## src/rtl/fetch_unit_pkg.sv

```systemverilog
// rtl/fetch_unit_pkg.sv - shared types and constants for the instruction-fetch stage
package fetch_unit_pkg;

    localparam int          XLEN_DEF     = 32;
    localparam logic [31:0] RESET_PC_DEF = 32'h0000_0000;
    localparam logic [31:0] TRAP_PC_DEF  = 32'h0000_0100;
    localparam logic [31:0] NOP_INSTR    = 32'h0000_0013;  // addi x0, x0, 0

    typedef enum logic [1:0] {
        FETCH = 2'd0,
        WAIT  = 2'd1,
        VALID = 2'd2
    } fetch_state_e;

endpackage

```

## src/rtl/next_pc_gen.sv

```systemverilog
// rtl/next_pc_gen.sv - combinational next-PC selection for the fetch stage
//
// Ports:
//   pc_i, imm_i, rs1_i      current PC, sign-extended immediate, JALR base
//   jal_i, jalr_i, branch_i decode from the controller
//   taken_i                 branch comparator result (only meaningful with branch_i)
//   target_o                selected next PC, modulo 2^XLEN
//   misaligned_o            selected control-transfer target has bit[1] set
module next_pc_gen #(
    parameter int XLEN = 32
) (
    input  logic [XLEN-1:0] pc_i,
    input  logic [XLEN-1:0] imm_i,
    input  logic [XLEN-1:0] rs1_i,
    input  logic            jal_i,
    input  logic            jalr_i,
    input  logic            branch_i,
    input  logic            taken_i,
    output logic [XLEN-1:0] target_o,
    output logic            misaligned_o
);

    logic [XLEN-1:0] jalr_sum;

    always_comb begin
        jalr_sum     = rs1_i + imm_i;
        target_o     = pc_i + XLEN'(4);
        // pc is always word aligned, so the sequential path never misaligns
        misaligned_o = 1'b0;
        if (jalr_i) begin
            target_o     = {jalr_sum[XLEN-1:1], 1'b0};
            misaligned_o = jalr_sum[1];
        end else if (jal_i || (branch_i && taken_i)) begin
            target_o     = pc_i + imm_i;
            misaligned_o = target_o[1];
        end
    end

endmodule

```

## src/rtl/fetch_unit.sv

```systemverilog
// rtl/fetch_unit.sv - instruction-fetch stage: PC, imem handshake, instruction hold
//
// Ports:
//   clk_i, rst_ni                      clock, asynchronous active-low reset
//   imem_req_o/addr_o/gnt_i            request phase of the instruction memory
//   imem_rvalid_i/rdata_i              response phase of the instruction memory
//   instr_o, pc_o, pc_plus4_o          held instruction, its PC and link value
//   instr_valid_o, instr_ready_i       hold/retire handshake with the core
//   jal_i, jalr_i, branch_i            controller decode for the held instruction
//   branch_taken_i, imm_i, rs1_i       execute results used to form the next PC
//   misaligned_o                       one-cycle pulse after a trapped redirect
module fetch_unit
    import fetch_unit_pkg::*;
#(
    parameter int              XLEN     = XLEN_DEF,
    parameter logic [XLEN-1:0] RESET_PC = XLEN'(RESET_PC_DEF),
    parameter logic [XLEN-1:0] TRAP_PC  = XLEN'(TRAP_PC_DEF)
) (
    input  logic            clk_i,
    input  logic            rst_ni,
    output logic            imem_req_o,
    output logic [XLEN-1:0] imem_addr_o,
    input  logic            imem_gnt_i,
    input  logic            imem_rvalid_i,
    input  logic [31:0]     imem_rdata_i,
    output logic [31:0]     instr_o,
    output logic [XLEN-1:0] pc_o,
    output logic [XLEN-1:0] pc_plus4_o,
    output logic            instr_valid_o,
    input  logic            instr_ready_i,
    input  logic            jal_i,
    input  logic            jalr_i,
    input  logic            branch_i,
    input  logic            branch_taken_i,
    input  logic [XLEN-1:0] imm_i,
    input  logic [XLEN-1:0] rs1_i,
    output logic            misaligned_o
);

    fetch_state_e    state_q, state_d;
    logic [XLEN-1:0] pc_q, pc_d;
    logic [31:0]     instr_q, instr_d;
    logic            misaligned_q, misaligned_d;

    logic [XLEN-1:0] target;
    logic            target_misaligned;

    next_pc_gen #(
        .XLEN (XLEN)
    ) u_next_pc_gen (
        .pc_i         (pc_q),
        .imm_i        (imm_i),
        .rs1_i        (rs1_i),
        .jal_i        (jal_i),
        .jalr_i       (jalr_i),
        .branch_i     (branch_i),
        .taken_i      (branch_taken_i),
        .target_o     (target),
        .misaligned_o (target_misaligned)
    );

    always_ff @(posedge clk_i or negedge rst_ni) begin
        if (!rst_ni) begin
            state_q      <= FETCH;
            pc_q         <= RESET_PC;
            instr_q      <= NOP_INSTR;
            misaligned_q <= 1'b0;
        end else begin
            state_q      <= state_d;
            pc_q         <= pc_d;
            instr_q      <= instr_d;
            misaligned_q <= misaligned_d;
        end
    end

    always_comb begin
        state_d      = state_q;
        pc_d         = pc_q;
        instr_d      = instr_q;
        misaligned_d = 1'b0;
        unique case (state_q)
            FETCH: begin
                // rvalid without gnt belongs to a request from before reset: drop it
                if (imem_gnt_i) begin
                    if (imem_rvalid_i) begin
                        instr_d = imem_rdata_i;
                        state_d = VALID;
                    end else begin
                        state_d = WAIT;
                    end
                end
            end
            WAIT: begin
                if (imem_rvalid_i) begin
                    instr_d = imem_rdata_i;
                    state_d = VALID;
                end
            end
            VALID: begin
                // redirect inputs only matter in the retire cycle
                if (instr_ready_i) begin
                    state_d = FETCH;
                    if (target_misaligned) begin
                        pc_d         = TRAP_PC;
                        misaligned_d = 1'b1;
                    end else begin
                        pc_d = target;
                    end
                end
            end
            default: state_d = FETCH;
        endcase
    end

    // req is gated by reset so it is low while rst_ni is held, not just after
    assign imem_req_o    = rst_ni && (state_q == FETCH);
    assign imem_addr_o   = pc_q;
    assign instr_o       = instr_q;
    assign pc_o          = pc_q;
    assign pc_plus4_o    = pc_q + XLEN'(4);
    assign instr_valid_o = (state_q == VALID);
    assign misaligned_o  = misaligned_q;

endmodule

```

## config.mk

```make
export PLATFORM = sky130hd
export DESIGN_NAME = fetch_unit
export DESIGN_NICKNAME = d
export VERILOG_FILES = /design/src/rtl/fetch_unit_pkg.sv /design/src/rtl/next_pc_gen.sv /design/src/rtl/fetch_unit.sv
export SDC_FILE = /design/constraint.sdc
export NUM_CORES = 1
export LEC_CHECK = 0
export ABC_AREA = 1
export CORE_MARGIN = 2
export CORE_UTILIZATION = 55
export CTS_BUF_LIST = sky130_fd_sc_hd__clkbuf_4
export DETAILED_ROUTE_END_ITERATION = 7
export GPL_ROUTABILITY_DRIVEN = 0
export PLACE_DENSITY_LB_ADDON = 0.05
export SYNTH_ARGS = -nofsm -noshare
export SYNTH_HDL_FRONTEND = slang
export SYNTH_SLANG_ARGS = --single-unit
```

## constraint.sdc

```tcl
create_clock -name clk_i -period 5.2 [get_ports clk_i]
set_input_delay 1.56 -clock clk_i [delete_from_list [all_inputs] [get_ports clk_i]]
set_output_delay 1.56 -clock clk_i [all_outputs]
set_load 0.03 [all_outputs]
```

==> metrics.yaml, run 1 <==
synth_edf_count: 0
relSlewSlack_pct: 45.8
drive_gt1_share_pct: 4.96
synth-main-ff-cell: "dfrtp_1"
die-width_um: 128
layout.area.seq_mm2: 0.00166
syn_area_mm2: 0.00840
startpoint_type: "flip-flop"
multi_input_area_mm2: 0.00559
p_leak_nw: 5.54
placementRows: 45
ys_seq_area_share_pct: 19.7
rsz0062_at_grt: "no"
first_global_vias: 9278
clock_skew_ps: 13.0
postSynthCellCount: 1390
drt_iter0_markers: 902
crit_fanout: 6
core_area_mm2: 0.0151
grt_overflow: 0
fin_crit_ps: 4540
ir_worst_vdd_mv: 0.233
port_buffers: 232
maxSlewViolCount: 0
ctsResizeCount: 0
setup-violations-final: 0
grt_pass1_wl_mm: 46.1
cts.path.max_buffers: 2
fmax_mhz: 220
clock_latency_ps: 430
cts_made_buffers: 9
crit_path_start: "imem_addr_o[6]"
hold_buffers: 0
pre_cts_ws_ps: 772
cap_violations: 0
crit_required_ps: 3640
outcome: "finished, final reports clean"
wl_per_cell_um: 16.7
antenna_found_initial: 1
start_util_pct: 55.7
yosysWarnings: 0
ys_seq_elements: 66
route.detailed.drc: 0
setup_ws_ps: 659
root_buffer: "clkbuf_4"
finalHoldViolCount: 0
die_h_um: 128
drtPass1Iterations: 5
post-cts-setup-buffer-count: 0
post-route-period-util_pct: 87.3
r2r-start: "imem_addr_o[0]"
critPathCaptureType: "primary output"
grt_start_max_net_pins: 67
nFillCells: 1382
area_growth_syn_to_layout_pct: 29.0
hold_path.class: "flip-flop to flip-flop"
final_antenna_net_count: 0
cts_max_level: 3
dpl.hpwl_mm: 25.0
hp-start: "instr_o[13]"
cts_tree: "done"
setup_tns_ps: 0
num_vias: 9931
path_class: "flip-flop to primary output"
fin_nets: 1756
ys_async_sr_fraction_pct: 100
grt_use_total_pct: 36.0
fin_total_pwr_mw: 5.17
synth.avg_cell_area_um2: 6.05
dp.cells: 1765
yosysUniqueCellTypes: 49
drt-vias-per-instance: 5.58
fin_cells: 1781
wl_mm: 29.7
clkTransAtPathRegs_ps: 100
clock-sinks: 66
dieArea_mm2: 0.0163
powerDensity_mw_per_mm2: 477
io_pins: 236
worstMarginPinSlew_ps: 813
crit_arrival_ps: 2980
==> where the power goes <==
group	total, mW	switching [mW]	internal (mW)
logic	3.71	2.31	1.40
clock network	0.424	0.185	0.238
registers	1.04	0.348	0.696
==> final timing paths <==
kind,end,slack (ps),cells past startpoint
worst max register to register,imem_addr_o[30],2360,11
min in group asynchronous,instr_o[22],1330,2
max in group asynchronous,instr_o[19],3330,2
worst max-delay path,pc_plus4_o[19],660,7
worst min-delay path,instr_o[13],510,1
worst min register to register,instr_o[13],510,1
==> placed cells by master, fill, tap and decap left out, drive strengths merged, types with 25 or more instances in the layout <==
cell / count
mux2: 32
nor3: 29
ha: 62
xor2: 25
nand3: 110
clkdlybuf4s50: 231
dfrtp: 63
nor2: 126
inv: 218
nand2: 446
a21oi: 82
o21ai: 62
==> stage by stage <==
stage | area (µm²) | utilization (%) | hold slack, ps
2_1_floorplan | 8410 | - | 430
5_1_grt | 10800 | 71.8 | 529
4_1_cts | 10800 | 71.8 | 517
3_3_place_gp | 10700 | 70.7 | 450
6_report | 10800 | 71.8 | 511
3_5_place_dp | 10700 | 70.7 | 484
==> Yosys cell counts, types with 5 or more instances <==
library cell | count | area [µm²]
nor3_1 | 24 | 120
xor2_1 | 25 | 219
o211ai_1 | 5 | 37.5
nand4_1 | 24 | 150
o21ai_0 | 59 | 295
inv_1 | 215 | 807
a21oi_1 | 82 | 410
mux2_2 | 32 | 360
xnor2_1 | 10 | 87.6
nor2_1 | 121 | 454
dfrtp_1 | 63 | 1580
ha_1 | 62 | 776
buf_4 | 36 | 270
clkbuf_1 | 7 | 26.3
buf_2 | 6 | 30.0
nand3_1 | 108 | 541
nand2_1 | 443 | 1660
o21bai_1 | 8 | 60.1
==> cell families (layout without fill, tap and decap cells) <==
logic type                 count (synthesis)  in the layout  share of synthesized area, %
AOI/OAI and AO/OA                        177            177                          11.6
muxes                                     32             32                          4.29
adders and majority gates                 63             63                          9.47
xor gates and xnor gates                  36             36                          3.84
and+or+nand+nor                          742            742                          37.2
other                                      1              4                        0.0446
buffers and inverters                    273            473                          13.9
DFF                                       66             66                          19.7
==> routing by layer <==
metal	up-vias	global-route usage [%]	share of wire, %
met4	0	14.5	4.3
met1	4455	44.7	39
met5	-	0	0
li1	4838	-	-
met3	90	5.74	11
met2	548	62.4	46
==> critical path, stage by stage, from the launching register on <==
cell and delay (ps):
dfrtp_1 560, inv_2 160, nor3_4 250, nand2_2 150, nor2_4 190, nand3_2 80
xor2_1 380, clkdlybuf4s50_1 780
==> cell type report <==
class | count | area share [%]
clock buffers | 9 | 0.623
well taps | 188 | 2.17
repair buffers | 238 | 21.8
flip-flops and latches | 66 | 15.3
inverters | 220 | 7.62
diodes | 1 | 0.0231
multi-input cells | 1053 | 51.5
clock inverters | 6 | 0.981
==> registers in the layout, indices dropped and copies added (netlist names) <==
signal	flops
imem_addr_o	31
misaligned_o	1
state_q	2
instr_o	32
Note: power is estimated with default switching activity, not from simulation.
==> inputs of run 2 (changes only) <==
- SETUP_SLACK_MARGIN: default -> 0.1
==> results of run 2 <==
Final layout, timing and power as in run 1 (identical DEF).
